[src/rtl/mem_reader_pkg.sv]
// Shared definitions for the host-side parallel memory reader.
// Contents:
//   PAR_AW / PAR_DW : widths of the processor's parallel debug port
//                     (parallelAddress / q).
//   LAT_W           : width of the read-latency counter (covers RD_LAT 1..15).
//   state_t         : reader FSM states.
package mem_reader_pkg;

    localparam int PAR_AW = 24;
    localparam int PAR_DW = 24;
    localparam int LAT_W  = 4;

    typedef enum logic [1:0] {
        ST_IDLE = 2'd0,
        ST_WAIT = 2'd1,
        ST_HOLD = 2'd2,
        ST_DONE = 2'd3
    } state_t;

endpackage

[src/rtl/read_latency_timer.sv]
// Loadable down-counter with a zero flag, used to wait out a fixed memory
// read latency. Reusable by any host-side peripheral that has to pause a
// known number of cycles after driving an address.
// Ports:
//   clk          : system clock
//   rst          : synchronous active-high reset (count returns to 0)
//   i_load       : load i_load_value (takes priority over counting)
//   i_load_value : value to load
//   i_enable     : decrement by one per cycle while non-zero
//   o_zero       : count is zero
module read_latency_timer #(
    parameter int W = 4
) (
    input  logic         clk,
    input  logic         rst,
    input  logic         i_load,
    input  logic [W-1:0] i_load_value,
    input  logic         i_enable,
    output logic         o_zero
);

    logic [W-1:0] r_count;

    always_ff @(posedge clk) begin
        if (rst) begin
            r_count <= '0;
        end else if (i_load) begin
            r_count <= i_load_value;
        end else if (i_enable && (r_count != '0)) begin
            // Saturate at zero so a long stay in the enabled state is harmless.
            r_count <= r_count - W'(1);
        end
    end

    assign o_zero = (r_count == '0);

endmodule

[src/rtl/parallel_mem_reader.sv]
// Host-side reader for the processor's parallel debug read port. A start
// pulse sweeps word_count consecutive addresses from base_addr; each word is
// read after RD_LAT cycles and offered on a valid/ready stream together with
// its offset (m_index) and an end-of-sweep flag (m_last).
// Ports:
//   clk, rst        : clock, synchronous active-high reset
//   start, abort    : begin a sweep (IDLE only) / abandon the current sweep
//   base_addr       : first address of the sweep (latched on start)
//   word_count      : number of words (latched on start; 0 = empty sweep)
//   rd_addr/rd_data : processor parallelAddress / q
//   m_valid/m_ready : output stream handshake
//   m_data/m_index  : captured word and its offset from base_addr
//   m_last          : final word of the sweep
//   busy            : not idle
//   done            : one-cycle pulse after a sweep completes or is aborted
// RD_LAT must lie in 1..15 (the latency counter is LAT_W bits wide).
module parallel_mem_reader
    import mem_reader_pkg::*;
#(
    parameter int AW     = PAR_AW,
    parameter int DW     = PAR_DW,
    parameter int CW     = 16,
    parameter int RD_LAT = 1
) (
    input  logic          clk,
    input  logic          rst,
    input  logic          start,
    input  logic          abort,
    input  logic [AW-1:0] base_addr,
    input  logic [CW-1:0] word_count,
    output logic [AW-1:0] rd_addr,
    input  logic [DW-1:0] rd_data,
    output logic          m_valid,
    input  logic          m_ready,
    output logic [DW-1:0] m_data,
    output logic [CW-1:0] m_index,
    output logic          m_last,
    output logic          busy,
    output logic          done
);

    state_t        r_state;
    logic [AW-1:0] r_rd_addr;
    logic [DW-1:0] r_m_data;
    logic [CW-1:0] r_index;
    logic [CW-1:0] r_remaining;
    logic          r_m_valid;
    logic          r_m_last;
    logic          r_busy;
    logic          r_done;

    logic w_handshake;
    logic w_accept;
    logic w_next_word;
    logic w_timer_load;
    logic w_timer_en;
    logic w_lat_zero;

    assign w_handshake = r_m_valid && m_ready;
    // A non-empty sweep is accepted only from IDLE.
    assign w_accept    = (r_state == ST_IDLE) && start && (word_count != '0);
    // Handshake on a word that is not the last one: move to the next address.
    assign w_next_word = (r_state == ST_HOLD) && !abort && w_handshake
                         && (r_remaining > CW'(1));

    // The timer is reloaded in the same edge that puts a new address on
    // rd_addr, so its count tracks the cycles that address has been stable.
    assign w_timer_load = w_accept || w_next_word;
    assign w_timer_en   = (r_state == ST_WAIT);

    read_latency_timer #(
        .W (LAT_W)
    ) u_lat_timer (
        .clk          (clk),
        .rst          (rst),
        .i_load       (w_timer_load),
        .i_load_value (LAT_W'(RD_LAT)),
        .i_enable     (w_timer_en),
        .o_zero       (w_lat_zero)
    );

    always_ff @(posedge clk) begin
        if (rst) begin
            r_state     <= ST_IDLE;
            r_rd_addr   <= '0;
            r_m_data    <= '0;
            r_index     <= '0;
            r_remaining <= '0;
            r_m_valid   <= 1'b0;
            r_m_last    <= 1'b0;
            r_busy      <= 1'b0;
            r_done      <= 1'b0;
        end else begin
            r_done <= 1'b0;
            case (r_state)
                ST_IDLE: begin
                    if (w_accept) begin
                        r_rd_addr   <= base_addr;
                        r_remaining <= word_count;
                        r_index     <= '0;
                        r_busy      <= 1'b1;
                        r_state     <= ST_WAIT;
                    end else if (start) begin
                        // Empty sweep: report completion without any words.
                        r_busy  <= 1'b1;
                        r_state <= ST_DONE;
                    end
                end

                ST_WAIT: begin
                    if (abort) begin
                        r_m_valid <= 1'b0;
                        r_m_last  <= 1'b0;
                        r_state   <= ST_DONE;
                    end else if (w_lat_zero) begin
                        r_m_data  <= rd_data;
                        r_m_valid <= 1'b1;
                        r_m_last  <= (r_remaining == CW'(1));
                        r_state   <= ST_HOLD;
                    end
                end

                ST_HOLD: begin
                    // Abort wins over a simultaneous handshake: the word is dropped.
                    if (abort) begin
                        r_m_valid <= 1'b0;
                        r_m_last  <= 1'b0;
                        r_state   <= ST_DONE;
                    end else if (w_handshake) begin
                        r_m_valid <= 1'b0;
                        if (r_remaining > CW'(1)) begin
                            r_remaining <= r_remaining - CW'(1);
                            r_index     <= r_index + CW'(1);
                            r_rd_addr   <= r_rd_addr + AW'(1);
                            r_state     <= ST_WAIT;
                        end else begin
                            r_m_last <= 1'b0;
                            r_state  <= ST_DONE;
                        end
                    end
                end

                ST_DONE: begin
                    // done is registered, so it appears in the cycle after DONE.
                    r_done  <= 1'b1;
                    r_busy  <= 1'b0;
                    r_state <= ST_IDLE;
                end

                default: begin
                    r_state <= ST_IDLE;
                end
            endcase
        end
    end

    assign rd_addr = r_rd_addr;
    assign m_valid = r_m_valid;
    assign m_data  = r_m_data;
    assign m_index = r_index;
    assign m_last  = r_m_last;
    assign busy    = r_busy;
    assign done    = r_done;

endmodule

[config.mk]
export PLATFORM = sky130hd
export DESIGN_NAME = parallel_mem_reader
export DESIGN_NICKNAME = d
export VERILOG_FILES = /design/src/rtl/mem_reader_pkg.sv /design/src/rtl/read_latency_timer.sv /design/src/rtl/parallel_mem_reader.sv
export SDC_FILE = /design/constraint.sdc
export NUM_CORES = 1
export LEC_CHECK = 0
export ABC_AREA = 1
export CAP_MARGIN = 20
export CORE_MARGIN = 2
export CORE_UTILIZATION = 40
export DETAILED_ROUTE_END_ITERATION = 8
export PLACE_DENSITY = 0.65
export SETUP_SLACK_MARGIN = 0.05
export SKIP_CTS_REPAIR_TIMING = 1
export SKIP_LAST_GASP = 1
export SLEW_MARGIN = 10
export SYNTH_ARGS = -nofsm -noshare
export SYNTH_HDL_FRONTEND = slang
export SYNTH_HIERARCHICAL = 1
export SYNTH_SLANG_ARGS = --single-unit
export TNS_END_PERCENT = 100
[constraint.sdc]
create_clock -name clk -period 3.6 [get_ports clk]
set_clock_uncertainty 0.1 [all_clocks]
set_input_delay 0.72 -clock clk [delete_from_list [all_inputs] [get_ports clk]]
set_output_delay 0.72 -clock clk [all_outputs]
set_load 0.01 [all_outputs]
Word-level counts from Yosys, hierarchy flattened
Index checks and enable logic that the tools add are counted.

operators by class
  add/sub/neg operators = 4
  magnitude comparators = 1
  eq/ne operators = 12
  muxes and demuxes = 40
  bitwise gates (word level) = 1
  reduce and logical (&&, ||, !) cells = 24

operator list
  kind                     count
  $mux W16                 8
  $mux W24                 4
  $pmux W16 S2             2
  $pmux W24 S2             1
  $add A24 B1 Y24 const B  1
  $add A16 B1 Y16 const B  1
  $eq A16 B1 Y1 const B    1
  $gt A16 B1 Y1 const B    1
  $reduce_bool A16 Y1      1
  $sub A16 B1 Y16 const B  1
  $mux W1                  14
  $mux W2                  7
  $ne A3 B3 Y1 const B     4
  $reduce_and A3 Y1        3
  $pmux W2 S4              1
  $reduce_bool A2 Y1       4
  $logic_and A1 B1 Y1      7
  $ne A2 B2 Y1 const B     3
  $pmux W1 S2              3
  $reduce_and A5 Y1        1
  $eq A2 B2 Y1 const B     2
  $logic_not A4 Y1         1
  $reduce_and A4 Y1        1
  $reduce_bool A4 Y1       1
  9 further kinds          9

storage, ports and cells
  flip-flop bits (word level) = 90
  bits of input ports = 69
  output and inout bits = 68
  logic and storage cells = 93

Longest topological paths before layout
  word-level depth = 6
  mapped depth = 13
  gate-level depth less buffers = 13

Modules after synthesis
The synthesis kept the hierarchy.

modules (own cells, without submodules)
  module               times used  cells an instance  area an instance (µm²)  seq. area each (µm²)
  parallel_mem_reader  1           848                5196.2                  1721.7
  read_latency_timer   1           41                 274.0                   80.1

Least setup slack after synthesis
No wires, ideal clock.

  path kind = input to register
  start point = in word_count[10]
  end point = reg r_remaining[10]
  setup time = 0.128 ns
  arrival time = 1.694 ns
  data required time = 3.372 ns
  slack = 1.678 ns
  stages on the path = 11
  path buffers = 1
  cells stage by stage = nor2_1 nand3_1 nor2_1 nand2_1 nand2_1 nand2_2 nand2_8 inv_4 buf_6 o21ai_1 nor2_1

between the ends
  cells in the longest elaborated chain, start to end = 4

ends and longest elaborated chain
  element                             line                        RTL
  from (decl)                         parallel_mem_reader.sv:30   input logic [CW-1:0] word_count,
  $reduce_bool A16 Y1                 parallel_mem_reader.sv:61   assign w_accept = (r_state == ST_IDLE) && start && (word_count != '0);
  $logic_and A1 B1 Y1                 parallel_mem_reader.sv:61
  $ne A2 B2 Y1 (no source line)       n/a
  $reduce_and A5 Y1 (no source line)  n/a
  to (signal assigned)                parallel_mem_reader.sv:99   r_remaining <= word_count;
  to (signal assigned)                parallel_mem_reader.sv:132  r_remaining <= r_remaining - CW'(1);
  to (decl)                           parallel_mem_reader.sv:46   logic [CW-1:0] r_remaining;

Several ways; a longest one is shown, not always the timed one. The select of a mux whose other input is x is not followed.
A chain may end at the register's enable or synchronous reset.

Worst setup path in the final report
  start point = in word_count[15]
  end point = reg r_remaining[10]

between the ends
  cells in the longest elaborated chain, start to end = 4

ends and longest elaborated chain
  element                             line
  $reduce_bool A16 Y1                 parallel_mem_reader.sv:61
  $logic_and A1 B1 Y1                 parallel_mem_reader.sv:61
  $ne A2 B2 Y1 (no source line)       n/a
  $reduce_and A5 Y1 (no source line)  n/a

No other way between the ends.

==> impl_results.html <==
<table>
<tr><th>Metric</th><th>Value</th></tr>
<tr><th colspan="2">Floorplanning</th></tr>
<tr><td>Overall die area</td><td>~15,000 um^2</td></tr>
<tr><td>Rows</td><td>42</td></tr>
<tr><td>Core region area</td><td>13,300 um^2</td></tr>
<tr><td>Vertical die dimension</td><td>121 um</td></tr>
<tr><td>Top-level I/O count</td><td>about 140</td></tr>
<tr><td>Initial core utilization</td><td>0.411</td></tr>
<tr><td>Chip Width</td><td>121 um</td></tr>
<tr><th colspan="2">Detailed routing</th></tr>
<tr><td>Total length of routed wires</td><td>15.3 mm</td></tr>
<tr><td>Pre-antenna DRT Iters</td><td>5</td></tr>
<tr><td>Detail Route Antenna Nets</td><td>0</td></tr>
<tr><td>Drc violations</td><td>0</td></tr>
<tr><td>Average detailed-routed wire length per instance</td><td>12.9 um</td></tr>
<tr><td>Via-to-Cell Ratio</td><td>4.89</td></tr>
<tr><td>Initial DRC count</td><td>356</td></tr>
<tr><td>Via count of the routed design</td><td>5,812</td></tr>
<tr><th colspan="2">Timing</th></tr>
<tr><td>Count of endpoints failing setup in the final report</td><td>0</td></tr>
<tr><td>Fin Setup TNS</td><td>0 ns</td></tr>
<tr><td>Maximum achievable frequency</td><td>381 MHz</td></tr>
<tr><td>Slew at the pin with the worst max-slew slack</td><td>0.558 ns</td></tr>
<tr><td>Worst slew margin</td><td>0.628</td></tr>
<tr><td>Final period util</td><td>0.730</td></tr>
<tr><td>Final-report hold violation count</td><td>0</td></tr>
<tr><td>Min Clock Period, post-route</td><td>2.63 ns</td></tr>
<tr><td>Max-slew violation total from the final report</td><td>0</td></tr>
<tr><td>Setup repair after global routing missed its margin</td><td>false</td></tr>
<tr><td>Minimum setup slack in the final design</td><td>between 0.9 and 1 ns</td></tr>
<tr><th colspan="2">Worst setup path</th></tr>
<tr><td>Worst flop-to-flop path endpoint</td><td>r_remaining[10]$_SDFFE_PP0P_</td></tr>
<tr><td>Setup Crit Path Kind</td><td>in -&gt; reg</td></tr>
<tr><td>Slowest stage cell on the critical path</td><td>sky130_fd_sc_hd__clkdlybuf4s50_1</td></tr>
<tr><td>Critical path's most frequent cell</td><td>sky130_fd_sc_hd__nand2_1</td></tr>
<tr><td>Reg2reg start</td><td>r_state[0]$_SDFFE_PP0P_</td></tr>
<tr><td>Data required time at the worst endpoint</td><td>3.71 ns</td></tr>
<tr><td>Cells along the critical path</td><td>clkdlybuf4s50_1, nor2_1, nand2_1, nor2_1, nand2_1, nand2_1, nand2_2, nand2_8, inv_4, nand2_1, o21ai_1, nor2_1</td></tr>
<tr><td>FF-to-FF setup slack</td><td>1.15 ns</td></tr>
<tr><td>Worst Path Max Fanout</td><td>between 40 and 50</td></tr>
<tr><td>Critical path arrival</td><td>2.74 ns</td></tr>
<tr><td>Endpoint kind of the worst setup timing path</td><td>flip-flop</td></tr>
<tr><td>First element of the critical path</td><td>word_count[15]</td></tr>
<tr><td>CP Capture Point</td><td>r_remaining[10]$_SDFFE_PP0P_</td></tr>
<tr><td>Startpoint class of the critical path</td><td>input port</td></tr>
<tr><td>Slowest cell delay on critical path</td><td>0.50 ns</td></tr>
<tr><td>Number of cell instances on the worst register-to-register path</td><td>11</td></tr>
<tr><th colspan="2">Clock network</th></tr>
<tr><td>Buffer levels on the longest clock path</td><td>2</td></tr>
<tr><td>TritonCTS clock tree</td><td>done</td></tr>
<tr><td>Clock edge transition at the registers on the reported setup and hold paths</td><td>0.06 ns</td></tr>
<tr><td>Clk Tree Root Cell</td><td>sky130_fd_sc_hd__clkbuf_16</td></tr>
<tr><td>Clk sink count</td><td>90</td></tr>
<tr><td>Later-pin clock latency in the skew report</td><td>about 0.35 ns</td></tr>
<tr><td>Total CTS buffers</td><td>9</td></tr>
<tr><td>H-tree levels</td><td>3</td></tr>
<tr><th colspan="2">Place</th></tr>
<tr><td>Final weighted congestion in routability-driven placement</td><td>0.896</td></tr>
<tr><td>Final HPWL DP</td><td>about 11 mm</td></tr>
<tr><td>Count of buffers from port buffering</td><td>136</td></tr>
<tr><td>DP Worst Slack</td><td>0.589 ns</td></tr>
<tr><th colspan="2">Yosys</th></tr>
<tr><td>Most instantiated cells after synthesis</td><td>252 x sky130_fd_sc_hd__nand2_1, 127 x sky130_fd_sc_hd__nor2_1, 90 x sky130_fd_sc_hd__dfxtp_1</td></tr>
<tr><td>Number of instances in the synthesized netlist</td><td>approximately 900</td></tr>
<tr><td>Yosys Warn Count</td><td>6</td></tr>
<tr><td>Area share of the largest cell type after synthesis</td><td>0.329</td></tr>
<tr><td>Fraction of synthesis flops using an asynchronous set or reset pin</td><td>0</td></tr>
<tr><td>Total standard cell area after synthesis</td><td>around 5500 um^2</td></tr>
<tr><td>Most used flip-flop cell after synthesis</td><td>sky130_fd_sc_hd__dfxtp_1</td></tr>
<tr><td>Number of enable flip-flop cells after synthesis</td><td>0</td></tr>
<tr><td>Most numerous cell in the Yosys netlist</td><td>sky130_fd_sc_hd__nand2_1</td></tr>
<tr><td>Main area contributors after synthesis</td><td>sky130_fd_sc_hd__dfxtp_1 33%, sky130_fd_sc_hd__nand2_1 17%, sky130_fd_sc_hd__nor2_1 8.7%</td></tr>
<tr><td>Share of synthesized area occupied by flip-flops and latches</td><td>0.329</td></tr>
<tr><td>Total of flip-flops plus latches after synthesis</td><td>90</td></tr>
<tr><td>Cell type with the largest total area after synthesis</td><td>sky130_fd_sc_hd__dfxtp_1</td></tr>
<tr><td>Synthesized area divided by synthesized cell count</td><td>6.15 um^2</td></tr>
<tr><td>Number of distinct library cells after synthesis</td><td>38</td></tr>
<tr><th colspan="2">Hold path</th></tr>
<tr><td>Worst min-delay path category</td><td>reg -&gt; reg</td></tr>
<tr><th colspan="2">Power</th></tr>
<tr><td>P_leak</td><td>0.00284 uW</td></tr>
<tr><td>Maximum ir drop on the vdd rail</td><td>approximately 410 uV</td></tr>
<tr><td>Pwr Density</td><td>707 nW/um^2</td></tr>
<tr><td>Design Power</td><td>5110 uW</td></tr>
<tr><th colspan="2">Global routing</th></tr>
<tr><td>Pin count of the biggest net entering global routing</td><td>51</td></tr>
<tr><td>Number of global-route vias before repair</td><td>approximately 5,200</td></tr>
<tr><td>Antenna violations before repair</td><td>0</td></tr>
<tr><td>Grt ovf</td><td>0</td></tr>
<tr><td>Total routing usage reported by global routing</td><td>0.211</td></tr>
<tr><td>Wire length of the first global-routing pass</td><td>approximately 25 mm</td></tr>
<tr><th colspan="2">Final layout</th></tr>
<tr><td>Total inserted antenna cells</td><td>0</td></tr>
<tr><td>Area growth, synth to finish</td><td>32.3%</td></tr>
<tr><td>Count of nets after finishing</td><td>1,086</td></tr>
<tr><td>Share of layout cells above drive strength 1</td><td>0.0573</td></tr>
<tr><th colspan="2">Job</th></tr>
<tr><td>Max-Cap Viols</td><td>0</td></tr>
<tr><th colspan="2">Run status</th></tr>
<tr><td>Run status</td><td>complete, no violations</td></tr>
</table>
## area by class of cell
cell class / count / area [um^2]
sequential: 90 / 1800
timing repair buffer: 142 / 1400
tap: 176 / 220
clock buffer: 12 / 256
fill: 1372 / 6060
multi-input combinational: 672 / 3130
inverter: 93 / 353
clock inverter: 4 / 73.8
## per-stage QoR
stage	utilization	std cells	hold slack [ns]	area [um^2]
floorplan	-	891	0.362	5480
global placement	0.519	1173	0.330	6910
detailed placement	0.519	1173	0.334	6910
CTS	0.544	1189	0.344	7240
global route	0.544	1189	0.363	7240
finish	0.544	1189	0.341	7240
## cells in the final DEF, fill, tap and decap left out, types with 3 or more instances in the layout
cell type,n
sky130_fd_sc_hd__conb_1,4
sky130_fd_sc_hd__nand2_4,3
sky130_fd_sc_hd__clkdlybuf4s50_1,135
sky130_fd_sc_hd__nor2_1,127
sky130_fd_sc_hd__or2_2,16
sky130_fd_sc_hd__clkbuf_16,9
sky130_fd_sc_hd__xor2_1,13
sky130_fd_sc_hd__dfxtp_1,90
sky130_fd_sc_hd__buf_4,6
sky130_fd_sc_hd__nand3_1,63
sky130_fd_sc_hd__inv_1,88
sky130_fd_sc_hd__nor3_1,7
sky130_fd_sc_hd__nand4_1,10
sky130_fd_sc_hd__o21ai_0,61
sky130_fd_sc_hd__nor2_2,3
sky130_fd_sc_hd__a21oi_1,78
sky130_fd_sc_hd__nand2_1,252
sky130_fd_sc_hd__ha_1,8
sky130_fd_sc_hd__nor3b_1,3
sky130_fd_sc_hd__o21ai_1,6
sky130_fd_sc_hd__nand2_2,3
## logic make-up (layout without fill, tap and decap cells)
group                      count (synthesis)  count (layout)  share of synthesized area
AOI/OAI and AO/OA                        149             149                      0.138
and+or+nand+nor                          495             495                      0.386
adders and majority gates                  9               9                     0.0206
xor gates and xnor gates                  15              15                     0.0240
buffers and inverters                    129             251                      0.100
DFF                                       90              90                      0.329
other                                      2               4                    0.00137
## layer usage
layer  GRT usage  vias to the layer above  routed length, um
met1       0.286                     2557               7420
met2       0.328                      179               6430
met4      0.0698                        0                240
met3      0.0536                       20               1240
met5           0                        -                  0
li1            -                     3056                  -
## how the worst min path moves through the flow
stage                                         from                             endpoint  slack (ns)  cells past startpoint
3_5_place_dp               m_data[17]$_SDFFE_PP0P_              m_data[17]$_SDFFE_PP0P_        0.33                      2
6_report                    m_data[2]$_SDFFE_PP0P_               m_data[2]$_SDFFE_PP0P_        0.34                      2
2_1_floorplan  u_lat_timer/r_count[3]$_SDFFE_PP0P_  u_lat_timer/r_count[3]$_SDFFE_PP0P_        0.36                      2
3_3_place_gp                m_data[3]$_SDFFE_PP0P_               m_data[3]$_SDFFE_PP0P_        0.33                      2
4_1_cts                     m_data[2]$_SDFFE_PP0P_               m_data[2]$_SDFFE_PP0P_        0.34                      2
5_1_grt                     m_data[2]$_SDFFE_PP0P_               m_data[2]$_SDFFE_PP0P_        0.36                      2
## registers in the layout, summed over array words and instances (netlist names)
signal,count
m_data,24
rd_addr,24
m_index,16
r_remaining,16
u_lat_timer/r_count,4
r_state,2
busy,1
done,1
m_last,1
m_valid,1
## where the power goes
| part | internal [uW] | leakage, uW | switching [uW] |
|---|---|---|---|
| Combinational | 972 | 0.00194 | 1520 |
| Sequential | 1260 | 0.000734 | 300 |
| Clock | 647 | 0.000163 | 409 |
## critical path, delay by kind of cell
family / cells / cell delay, ns
compound gates: 1 / 0.09
buf+inv: 2 / 0.91
simple gates: 9 / 1.00
Power figures use the tool's default switching activity.
